--- config.mk ---
export PLATFORM = sky130hd
export DESIGN_NAME = music_player_ctrl
export DESIGN_NICKNAME = d
export VERILOG_FILES = /design/src/rtl/music_player_ctrl.sv
export SDC_FILE = /design/constraint.sdc
export NUM_CORES = 1
export LEC_CHECK = 0
export CORE_MARGIN = 3
export CORE_UTILIZATION = 58
export CTS_CLUSTER_SIZE = 20
export DETAILED_ROUTE_END_ITERATION = 10
export DONT_BUFFER_PORTS = 1
export PLACE_DENSITY = 0.83
export REMOVE_ABC_BUFFERS = 1
export SETUP_SLACK_MARGIN = 0.05
export SYNTH_ARGS = -nofsm -noshare
export SYNTH_HDL_FRONTEND = slang
export SYNTH_SLANG_ARGS = --single-unit
--- constraint.sdc ---
create_clock -name clk -period 5.3 [get_ports clk]
set_input_delay 1.06 -clock clk [delete_from_list [all_inputs] [get_ports clk]]
set_output_delay 1.06 -clock clk [all_outputs]
set_load 0.03 [all_outputs]
--- src/rtl/music_player_ctrl.sv ---
// Beat sequencer for the music box tone path: paces beats off clk with a
// clock-enable style timer and steps the beat index fed to the tone lookup.
module music_player_ctrl #(
    parameter int unsigned HALF_SEC_CYCLES = 50_000_000,
    parameter int unsigned BEAT_LEN        = 128,
    parameter int unsigned IBEAT_W         = 8
) (
    input  logic               clk,
    input  logic               reset,
    input  logic               start,
    input  logic               stop,
    input  logic               pause,
    input  logic               dir,
    input  logic               loop,
    input  logic [1:0]         speed,
    output logic [IBEAT_W-1:0] ibeat,
    output logic               beat_pulse,
    output logic               tone_en,
    output logic               busy,
    output logic               done
);

    // Wide enough for the slowest beat (speed 3) without truncation.
    localparam int unsigned            PERIOD_W  = $clog2(HALF_SEC_CYCLES * 3 + 1);
    localparam logic [PERIOD_W-1:0]    HALF_P    = PERIOD_W'(HALF_SEC_CYCLES);
    localparam logic [IBEAT_W-1:0]     LAST_BEAT = IBEAT_W'(BEAT_LEN - 1);

    typedef enum logic [1:0] {
        S_IDLE,
        S_PLAY,
        S_PAUSE,
        S_DONE
    } state_t;

    state_t              r_state;
    state_t              w_state_nxt;
    logic [IBEAT_W-1:0]  r_ibeat;
    logic [IBEAT_W-1:0]  w_ibeat_nxt;
    logic [PERIOD_W-1:0] r_timer;
    logic [PERIOD_W-1:0] w_timer_nxt;
    logic [PERIOD_W-1:0] r_period;
    logic [PERIOD_W-1:0] w_period_nxt;
    logic                w_pulse_nxt;
    logic                w_run;
    logic                w_at_end;
    logic                r_beat_pulse;
    logic                r_tone_en;
    logic                r_busy;
    logic                r_done;

    function automatic logic [PERIOD_W-1:0] f_period(input logic [1:0] spd);
        logic [1:0] eff;
        eff = (spd == 2'd0) ? 2'd1 : spd;
        return HALF_P * PERIOD_W'(eff);
    endfunction

    assign w_at_end = dir ? (r_ibeat == '0) : (r_ibeat == LAST_BEAT);

    always_ff @(posedge clk) begin
        if (reset) begin
            r_state <= S_IDLE;
        end else begin
            r_state <= w_state_nxt;
        end
    end

    // Resuming from PAUSE counts on the release edge, so a beat always spans
    // exactly period_reg un-paused cycles.
    always_comb begin
        w_state_nxt  = r_state;
        w_ibeat_nxt  = r_ibeat;
        w_timer_nxt  = r_timer;
        w_period_nxt = r_period;
        w_pulse_nxt  = 1'b0;
        w_run        = 1'b0;
        if (stop) begin
            w_state_nxt = S_IDLE;
            w_ibeat_nxt = '0;
            w_timer_nxt = '0;
        end else if (start) begin
            w_state_nxt  = S_PLAY;
            w_ibeat_nxt  = dir ? LAST_BEAT : '0;
            w_timer_nxt  = '0;
            w_period_nxt = f_period(speed);
        end else begin
            case (r_state)
                S_PLAY: begin
                    if (pause) begin
                        w_state_nxt = S_PAUSE;
                    end else begin
                        w_run = 1'b1;
                    end
                end
                S_PAUSE: begin
                    if (!pause) begin
                        w_state_nxt = S_PLAY;
                        w_run       = 1'b1;
                    end
                end
                default: begin
                    w_timer_nxt = '0;
                end
            endcase

            if (w_run) begin
                if (r_timer == r_period - PERIOD_W'(1)) begin
                    w_timer_nxt  = '0;
                    w_period_nxt = f_period(speed);
                    if (w_at_end) begin
                        if (loop) begin
                            w_ibeat_nxt = dir ? LAST_BEAT : '0;
                            w_pulse_nxt = 1'b1;
                        end else begin
                            w_state_nxt = S_DONE;
                        end
                    end else begin
                        w_ibeat_nxt = dir ? (r_ibeat - IBEAT_W'(1)) : (r_ibeat + IBEAT_W'(1));
                        w_pulse_nxt = 1'b1;
                    end
                end else begin
                    w_timer_nxt = r_timer + PERIOD_W'(1);
                end
            end
        end
    end

    // Status flags decode the next state so they line up with r_state.
    always_ff @(posedge clk) begin
        if (reset) begin
            r_ibeat      <= '0;
            r_timer      <= '0;
            r_period     <= HALF_P;
            r_beat_pulse <= 1'b0;
            r_tone_en    <= 1'b0;
            r_busy       <= 1'b0;
            r_done       <= 1'b0;
        end else begin
            r_ibeat      <= w_ibeat_nxt;
            r_timer      <= w_timer_nxt;
            r_period     <= w_period_nxt;
            r_beat_pulse <= w_pulse_nxt;
            r_tone_en    <= (w_state_nxt == S_PLAY);
            r_busy       <= (w_state_nxt == S_PLAY) || (w_state_nxt == S_PAUSE);
            r_done       <= (w_state_nxt == S_DONE);
        end
    end

    assign ibeat      = r_ibeat;
    assign beat_pulse = r_beat_pulse;
    assign tone_en    = r_tone_en;
    assign busy       = r_busy;
    assign done       = r_done;

endmodule

==> flow_summary.toml <==
[floorplan]
die_area_mm2 = 0.00657
die_w_um = 81.1
start_util_pct = 62.0
die_h_um = 81.1
ios = 21
coreArea_mm2 = 0.00527
fp-row-count = 26

[pwr]
pwr-share-comb_pct = 9.8
seq_power_share_pct = 58.2
cell_internal_pwr_uw = 496
p_leak_uw = 0.00113
vdd_drop_max_v = 0.0000993
finalPower_uw = 668
clockPowerShare_pct = 32.0
power_density_mw_per_mm2 = 199
p_sw_share_pct = 25.7
power.switching_uw = 172

[synthesis]
ys.warnings.count = 0
yosysTopAreaCell = "dfxtp_1"
ys_ff_latch = 49
syn_area_mm2 = 0.00327
synth_area_leaders = "dfxtp_1, xor2_1, ha_1"
synth.top_cell.area_share_pct = 30.0
syn_inst = 390
synth_edf_count = 0
synth.distinct_cells = 65
ys_seq_area_share_pct = 30.0
synth.avg_cell_area_um2 = 8.38
synth-main-ff-cell = "dfxtp_1"
async_reset_ff_share_pct = 0

[clock_tree]
root_buffer = "clkbuf_8"
cts_setup_buffers = 0
hold_buffers = 0
h-tree-depth = 2
cts_made_buffers = 5
clockBufferDepth = 2
clock_sinks = 49
cts_resized = 0
clk_pin_slew_ps = 90
clk_latency_ps = 300
cts_tree = "yes"

[final_layout]
n_antenna_cell = 0
post-route-util_pct = 63.6
most-common-layout-cells = "dfxtp_1, nor3_1, nand3_1"
fill_cells = 437
mostFrequentLayoutCell = "dfxtp_1"
syn_to_final_growth_pct = 2.56
layout-drive-gt1-share_pct = 5.51
nets = 403

[timing]
tns_ps = 0
post-route-period-util_pct = 68.1
rsz0062_at_grt = "false"
slew_headroom_pct = 18.3
fin_crit_ps = 3610
skew_ps = 5.50
slew_viol_final = 0
hold_viol_final = 0
timing.fmax_ghz = 0.277
setup_violations = 0
worst_pin_slew_ps = 1220

[drt]
ant_nets = 0
drt-initial-drc-count = 179
via_count = 2863
drc = 0
avgRoutedWirePerCell_um = 16.2
wl_met1_mm = 3.30
dr_wl_met3_um = 408
routed.top_layer = "met4"
drt_wl_total_mm = 7.30
vias_per_cell = 6.35
dr.pass1.iters = 4
wl_met2_mm = 3.45

[placed_design]
gp_congestion = 0.868
hpwl_mm = 5.33
io_buffers = 0

[global_route]
grt_max_degree = 29
grt_pass1_vias = 2643
track_usage_pct = 23.5
grt_overflow = 0
antenna_found_initial = 0
grt_pass1_wl_mm = 12.4

[worst_setup_path]
r2r-start = "r_period[12]$_SDFFE_PP1P_"
worstPathMaxFanout = 8
endpoint_kind = "flip-flop"
reg2reg_depth = 10
worst_ep_required_time_ps = 5540
cp.arrival_ps = 3850
start_kind = "flip-flop"
worstSetupPathType = "flip-flop to flip-flop"
r2r-end = "busy$_SDFF_PP0_"
reg2reg_slack_ps = 1690

[hold_path]
min_path_cells = 2
hp-start = "r_period[27]$_SDFFE_PP0P_"
min_to = "r_period[27]$_SDFFE_PP0P_"
hold_class = "flip-flop to flip-flop"

[status]
status = "finished, final reports clean"

[job]
cap_violations = 0
==> final cells by class <==
class	count	area (um2)	area share, %
repair buffers	1	7.51	0.224
well taps	70	87.6	2.61
flip-flops and latches	49	981	29.3
multi-input cells	308	2140	63.8
clock buffers	8	80.1	2.39
inverters	15	56.3	1.68
==> metal layers <==
layer	GRT usage, %	up-vias
met3	4.66	11
met4	7.77	0
li1	-	1443
met5	0	-
met1	30.6	1332
met2	38.8	77
==> how the worst max path moves through the flow <==
stage | start | endpoint | depth (start not counted)
2_1_floorplan | r_period[12]$_SDFFE_PP1P_ | r_timer[10]$_SDFFE_PP0P_ | 8
3_3_place_gp | r_period[12]$_SDFFE_PP1P_ | busy$_SDFF_PP0_ | 10
3_5_place_dp | r_period[12]$_SDFFE_PP1P_ | busy$_SDFF_PP0_ | 10
4_1_cts | r_period[12]$_SDFFE_PP1P_ | busy$_SDFF_PP0_ | 10
5_1_grt | r_period[12]$_SDFFE_PP1P_ | busy$_SDFF_PP0_ | 10
6_report | r_period[12]$_SDFFE_PP1P_ | busy$_SDFF_PP0_ | 10
==> state kept, by name (all words and copies together), names as in the netlist <==
register	count
beat_pulse	1
done	1
ibeat	8
r_timer	28
r_period	7
tone_en	1
busy	1
r_state	2
==> cell families after synthesis <==
kind of cell | count (synthesis) | synth area share (%)
simple gates | 176 | 31.5
flops | 49 | 30.0
buf+inv | 33 | 4.78
fa+ha+maj | 14 | 5.59
xor+xnor | 37 | 9.91
compound gates | 81 | 18.2
==> critical path: stages, from the launching register on <==
cell and delay, ps:
dfxtp_1 450, inv_1 100, ha_1 280, nor3b_2 220, or3_1 350, a2111oi_0 590, nand4bb_1 480, nor3_2 510
o2bb2ai_1 200, ha_1 260, nor2_1 100
==> synthesized netlist by cell type, drive strengths merged, types with 2 or more instances <==
library cell and count:
a2111oi 4, a211o 3, a211oi 14, a21o 4, a21oi 13, a22oi 2, and2 3, and3 10
and4 3, buf 9, clkbuf 9, dfxtp 49, ha 13, inv 15, nand2 21, nand2b 3
nand3 28, nand3b 3, nand4 7, nor2 17, nor2b 7, nor3 32, nor3b 5, nor4 11
nor4b 3, nor4bb 2, o211ai 4, o21a 5, o21ai 9, o22ai 5, o2bb2ai 4, o32a 3
o32ai 4, or2 2, or3 8, or4 5, xnor2 17, xor2 20
==> per-stage QoR <==
| step | instance area, um2 | cells | hold WS (ps) | worst slack [ps] |
|---|---|---|---|---|
| after global routing | 3350 | 451 | 532 | 1350 |
| after detailed placement | 3270 | 443 | 490 | 1760 |
| after global placement | 3270 | 443 | 482 | 1870 |
| after floorplan | 3170 | 372 | 468 | 2020 |
| after CTS | 3350 | 451 | 502 | 1730 |
| final | 3350 | 451 | 500 | 1690 |
==> power groups by stage <==
stage / clock network (uW) / registers, uW / logic [uW]
finish: 214 / 388 / 65.4
global placement: 0 / 397 / 63.0
floorplan: 0 / 394 / 53.8
CTS: 214 / 388 / 64.9
detailed placement: 0 / 397 / 64.7
global route: 233 / 390 / 74.3
Note: power is estimated with default switching activity, not from simulation.
